--- src/rtl/gpio_cfg_sequencer.sv ---
// gpio_cfg_sequencer: fetches one configuration word per pad (highest pad
// first), shifts each word MSB-first down the mprj_io pad control chain on a
// divided serial clock, then pulses serial_load so all pads update together.
//
// Handshake: start is a level request sampled only in IDLE; once accepted,
// busy stays high until the edge that ends the one-cycle done pulse. A start
// seen while busy is dropped, never queued.
module gpio_cfg_sequencer #(
  parameter int NUM_PADS  = 38,
  parameter int CFG_WIDTH = 13,
  parameter int CLK_DIV   = 4
) (
  input  logic                        clock,
  input  logic                        resetb,
  input  logic                        start,
  output logic                        busy,
  output logic                        done,
  output logic [$clog2(NUM_PADS)-1:0] cfg_index,
  input  logic [CFG_WIDTH-1:0]        cfg_data,
  output logic                        serial_clock,
  output logic                        serial_data,
  output logic                        serial_load,
  output logic [2:0]                  dbg_state
);

  localparam int IW = $clog2(NUM_PADS);
  localparam int DW = $clog2(CLK_DIV) + 1;
  localparam int BW = $clog2(CFG_WIDTH + 1);

  localparam logic [DW-1:0] DIV_HALF  = DW'(CLK_DIV);
  localparam logic [DW-1:0] DIV_LAST  = DW'(2 * CLK_DIV - 1);
  localparam logic [DW-1:0] LOAD_LAST = DW'(CLK_DIV - 1);
  localparam logic [DW-1:0] FETCH_CAP = DW'(1);
  localparam logic [BW-1:0] BIT_LAST  = BW'(CFG_WIDTH - 1);
  localparam logic [IW-1:0] IDX_TOP   = IW'(NUM_PADS - 1);

  typedef enum logic [2:0] {
    S_IDLE  = 3'd0,
    S_FETCH = 3'd1,
    S_SHIFT = 3'd2,
    S_LOAD  = 3'd3,
    S_DONE  = 3'd4
  } state_t;

  state_t                r_state;
  state_t                w_next_state;
  logic [DW-1:0]         r_div;
  logic [BW-1:0]         r_bit;
  logic [CFG_WIDTH-1:0]  r_shift;
  logic [IW-1:0]         r_index;
  logic                  w_bit_end;
  logic                  w_last_bit;
  logic                  w_capture;

  // End of a bit period is the last cycle of the serial_clock high phase.
  assign w_bit_end  = (r_state == S_SHIFT) && (r_div == DIV_LAST);
  assign w_last_bit = w_bit_end && (r_bit == BIT_LAST);
  // Second FETCH cycle: the registered read of cfg_index is now valid.
  assign w_capture  = (r_state == S_FETCH) && (r_div == FETCH_CAP);

  // State register.
  always_ff @(posedge clock or negedge resetb) begin
    if (!resetb) r_state <= S_IDLE;
    else         r_state <= w_next_state;
  end

  // Next-state decode.
  always_comb begin
    w_next_state = r_state;
    case (r_state)
      S_IDLE:  if (start) w_next_state = S_FETCH;
      S_FETCH: if (w_capture) w_next_state = S_SHIFT;
      S_SHIFT: if (w_last_bit) w_next_state = (r_index == '0) ? S_LOAD : S_FETCH;
      S_LOAD:  if (r_div == LOAD_LAST) w_next_state = S_DONE;
      S_DONE:  w_next_state = S_IDLE;
      default: w_next_state = S_IDLE;
    endcase
  end

  // Counters, shift register and pad index; counters restart on every state entry.
  always_ff @(posedge clock or negedge resetb) begin
    if (!resetb) begin
      r_div   <= '0;
      r_bit   <= '0;
      r_shift <= '0;
      r_index <= '0;
    end else begin
      if (w_next_state != r_state)   r_div <= '0;
      else if (w_bit_end)            r_div <= '0;
      else if (r_state != S_IDLE)    r_div <= r_div + DW'(1);

      if (w_next_state != r_state)   r_bit <= '0;
      else if (w_bit_end)            r_bit <= r_bit + BW'(1);

      if (w_capture)                 r_shift <= cfg_data;
      else if (w_bit_end)            r_shift <= {r_shift[CFG_WIDTH-2:0], 1'b0};

      if ((r_state == S_IDLE) && start)          r_index <= IDX_TOP;
      else if (w_last_bit && (r_index != '0))    r_index <= r_index - IW'(1);
      else if (r_state == S_DONE)                r_index <= '0;
    end
  end

  // Outputs decoded from registered state only.
  always_comb begin
    busy         = (r_state != S_IDLE);
    done         = (r_state == S_DONE);
    cfg_index    = r_index;
    serial_clock = (r_state == S_SHIFT) && (r_div >= DIV_HALF);
    serial_data  = (r_state == S_SHIFT) ? r_shift[CFG_WIDTH-1] : 1'b0;
    serial_load  = (r_state == S_LOAD);
    dbg_state    = r_state;
  end

endmodule

--- config.mk ---
export PLATFORM = sky130hd
export DESIGN_NAME = gpio_cfg_sequencer
export DESIGN_NICKNAME = d
export VERILOG_FILES = /design/src/rtl/gpio_cfg_sequencer.sv
export SDC_FILE = /design/constraint.sdc
export NUM_CORES = 1
export LEC_CHECK = 0
export CAP_MARGIN = 20
export CORE_UTILIZATION = 45
export CTS_CLUSTER_DIAMETER = 60
export DETAILED_ROUTE_END_ITERATION = 6
export PLACE_DENSITY = 0.7
export SETUP_SLACK_MARGIN = 0.05
export SYNTH_ARGS = -nofsm -noshare
export SYNTH_HDL_FRONTEND = slang
export SYNTH_SLANG_ARGS = --single-unit
--- constraint.sdc ---
create_clock -name clock -period 2.17 [get_ports clock]
set_input_delay 0.217 -clock clock [delete_from_list [all_inputs] [get_ports clock]]
set_output_delay 0.217 -clock clock [all_outputs]
set_load 0.05 [all_outputs]
==> summary.txt, run 1 <==
GRT
  – Vias in the first global route: 1210
  – First-pass GRT wire length: 5437 um
  – GR Overflow Total: 0
  – GRT Total Usage: 20.17%
  – Largest net degree at the start of global routing: 30
  – Initial antenna violation count: 0

Job
  – MaxCap Viol Count: 0

Route
  – Antenna viol nets, final: 0
  – Drt first pass iters: 4
  – Final WL: 3496 um
  – Detailed-route via count: 1387
  – Vias/cell: 5.418
  – Initial drt markers: 84
  – DR DRC count: 0
  – Drt wl/cell: 13.66 um

Synthesis
  – Sequential share of the synthesized area: 44.72%
  – Syn Area/Cell: 9.220 um2
  – FF+latch count, synth: 29
  – Syn Std Cell Area: 0.001623 mm2
  – Yosys Warn Count: 0
  – Syn Inst Count: 176
  – Synth unique cells: 36
  – Synthesized Nets: 200

Timing
  – Final period utilization: 92.95%
  – Slew HR: 65.13%
  – Fin worst setup slack: 0.1531 ns
  – Final worst path period need: 2.017 ns
  – RSZ-0062 raised after global routing: yes
  – Worst Skew: 0.005846 ns
  – Fin. Hold Viols: 0
  – Pin slew with the least headroom to its limit: 0.5218 ns
  – Final slew viol count: 0
  – Fmax: 0.4958 GHz
  – Total negative slack: 0 ns
  – Final setup violation count: 0

Final layout
  – Share of cells above drive strength 1: 12.38%
  – Post-route cell area: 0.002033 mm2
  – Area taken by multi-input logic gates: 797.0 um2
  – # diodes: 0
  – Finished Layout Cells: 256
  – Fillcell total: 312
  – Area Overhead vs Synth: 25.29%
  – FF/Latch Area: 725.7 um2
  – Final nets: 233

Worst setup path
  – Worst path bufs/invs: 1
  – Crit path capture type: output pin
  – CP max-delay cell: clkdlybuf4s50_1
  – Critical path arrival: 1.80 ns
  – Worst EP required: 1.95 ns
  – CP top delay family: buffers and inverters
  – Crit Path Class: flip-flop to output pin
  – CP startpoint kind: flip-flop
  – Slowest stage delay, CP: 0.88 ns
  – Worst-path fanout max: 13
  – Crit-path cells: clkdlybuf4s50_1

Die
  – Die height: 62.05 um
  – Die area: 0.003850 mm2
  – Starting Density: 47.88%
  – FP Rows: 21
  – Die X: 62.05 um
  – Core box area: 0.003390 mm2
  – IO Pins: 30

Clocking
  – Clk root buf: clkbuf_4
  – CTS buffer count: 5
  – Clk sinks: 29
  – CTS H-tree lvls: 2
  – Reg clk slew, reported paths: 0.09 ns
  – CTS tree: yes
  – CTS max path bufs: 2
  – Clk_lat worst skew: 0.32 ns

Placed design
  – Dpl ws: 0.2315 ns
  – Port Buffers: 29
  – Post-placement cell area: 0.001943 mm2
  – Placed cells: 248
  – GP Congestion: 0.9127
  – DPL Wire Length: 2522 um

Pwr
  – Overall power: 0.002500 W
  – Leakage power: 0.9022 nW
  – PwrDens: 1230 mW/mm2
  – Peak VDD IR: 536.6 uV

Status
  – Status: finished, final reports clean

Min path
  – Min-Delay Path Class: primary input to async pin
-- per-layer routing --
| layer | GRT usage, % | wire length (um) | up-vias | share of wire (%) |
|---|---|---|---|---|
| li1 | - | - | 675 | - |
| met1 | 26.18 | 1560 | 659 | 45 |
| met2 | 32.52 | 1696 | 47 | 49 |
| met3 | 5.590 | 196 | 6 | 5.6 |
| met4 | 6.667 | 44 | 0 | 1.3 |
| met5 | 0 | 0 | - | 0 |
-- repair_timing --
item / 4_1_cts / 5_1_grt
endpoints found under the setup margin: 0 / 1
resized for setup: 0 / 1
hold buffers: 0 / 0
buffers inserted: 0 / 0
-- path summary, 6_finish.rpt --
check | start | endpoint | slack, ns | depth (start not counted)
max in group asynchronous | resetb | cfg_index[1]$_DFFE_PN0P_ | 1.63 | 2
hold reg to reg | r_shift[0]$_DFFE_PN0P_ | r_shift[1]$_DFFE_PN0P_ | 0.52 | 2
min in group clock | cfg_data[0] | r_shift[0]$_DFFE_PN0P_ | 0.45 | 3
setup / recovery | dbg_state[1]$_DFF_PN0_ | dbg_state[1] | 0.15 | 1
hold / removal | resetb | cfg_index[3]$_DFFE_PN0P_ | 0.27 | 2
setup reg to reg | r_div[0]$_DFFE_PN0P_ | cfg_index[5]$_DFFE_PN0P_ | 0.19 | 6
-- final cells by class --
cell class	count	share of cell area, %
multi-input cells	126	39.20
flip-flops and latches	29	35.69
repair buffers	35	15.88
well taps	46	2.831
clock buffers	7	2.708
inverters	12	2.215
clock inverters	1	1.477
-- through the flow --
step | utilization, % | hold slack (ns)
2_1_floorplan | - | -0.07859
3_3_place_gp | 57.33 | 0.4831
3_5_place_dp | 57.33 | 0.5082
4_1_cts | 59.84 | 0.2755
5_1_grt | 59.99 | 0.3163
6_report | 59.99 | 0.2699
-- cell usage after synthesis --
cell	count	area [um2]
buf_4	1	7.510
or3_1	1	6.260
a211o_1	3	26.28
nor4_1	2	12.51
nor3b_1	4	30.03
a21oi_1	3	15.01
o22ai_1	2	12.51
a211oi_1	3	22.52
ha_1	8	100.1
a31oi_1	13	81.33
o21ai_0	6	30.03
clkbuf_8	1	13.76
mux2i_1	3	30.03
nand3_1	5	25.02
a21boi_0	1	7.510
or4_2	1	8.760
o211ai_1	2	15.01
o31ai_1	1	7.510
xor2_1	3	26.28
nand4_1	1	6.260
nand2_1	29	108.9
nor3_1	1	5.000
clkbuf_1	4	15.01
inv_1	12	45.04
and4bb_1	1	12.51
nand3b_1	2	15.01
dfrtp_1	29	725.7
nand2b_1	5	31.28
nor2_1	20	75.07
nor4b_2	1	15.01
o21ai_1	1	5.000
or3_4	1	11.26
and2_1	1	6.260
o311ai_4	1	26.28
buf_6	3	33.78
and3_2	1	7.510
-- state kept, by name, indices dropped and copies added (netlist names) --
name	count
cfg_index	6
r_bit	4
r_div	3
dbg_state	3
r_shift	13
-- cells by family (layout without fill, tap and decap cells) --
logic type               Yosys count  in the layout  share of synthesized area [%]
multiplexers                       3              3                          1.850
flip-flops                        29             29                          44.72
AO/OA/AOI/OAI                     36             36                          15.34
XOR/XNOR                           3              3                          1.619
adder cells (fa/ha/maj)            8              8                          6.168
AND/OR/NAND/NOR                   76             76                          23.21
buffers and inverters             21             55                          7.093
-- cell usage in the layout, fill, tap and decap left out, types with 2 or more instances in the layout --
cell type | Yosys | layout
nand3b_1 | 2 | 2
nand2b_1 | 5 | 5
a211o_1 | 3 | 3
o22ai_1 | 2 | 2
a21oi_1 | 3 | 3
clkdlybuf4s50_1 | 0 | 24
mux2i_1 | 3 | 3
xor2_1 | 3 | 3
a211oi_1 | 3 | 2
nor4_1 | 2 | 2
nand2_1 | 29 | 29
dfrtp_1 | 29 | 29
buf_4 | 1 | 11
ha_1 | 8 | 8
o211ai_1 | 2 | 2
inv_1 | 12 | 12
o21ai_0 | 6 | 6
nand3_1 | 5 | 5
clkbuf_4 | 0 | 5
a31oi_1 | 13 | 13
nor2_1 | 20 | 20
nor3b_1 | 4 | 3
-- power breakdown --
group          internal [W]  total [W]  switching, W
clock network      0.000275   0.000456      0.000181
registers          0.000727   0.000920      0.000193
logic              0.000434    0.00112      0.000691
total               0.00144    0.00250       0.00106
Power figures use the tool's default switching activity.
==> inputs of run 2 (changes only) <==
- CTS_CLUSTER_SIZE: default -> 24
==> results of run 2 <==
The final DEF is identical to that of run 1; final timing and power are the same.
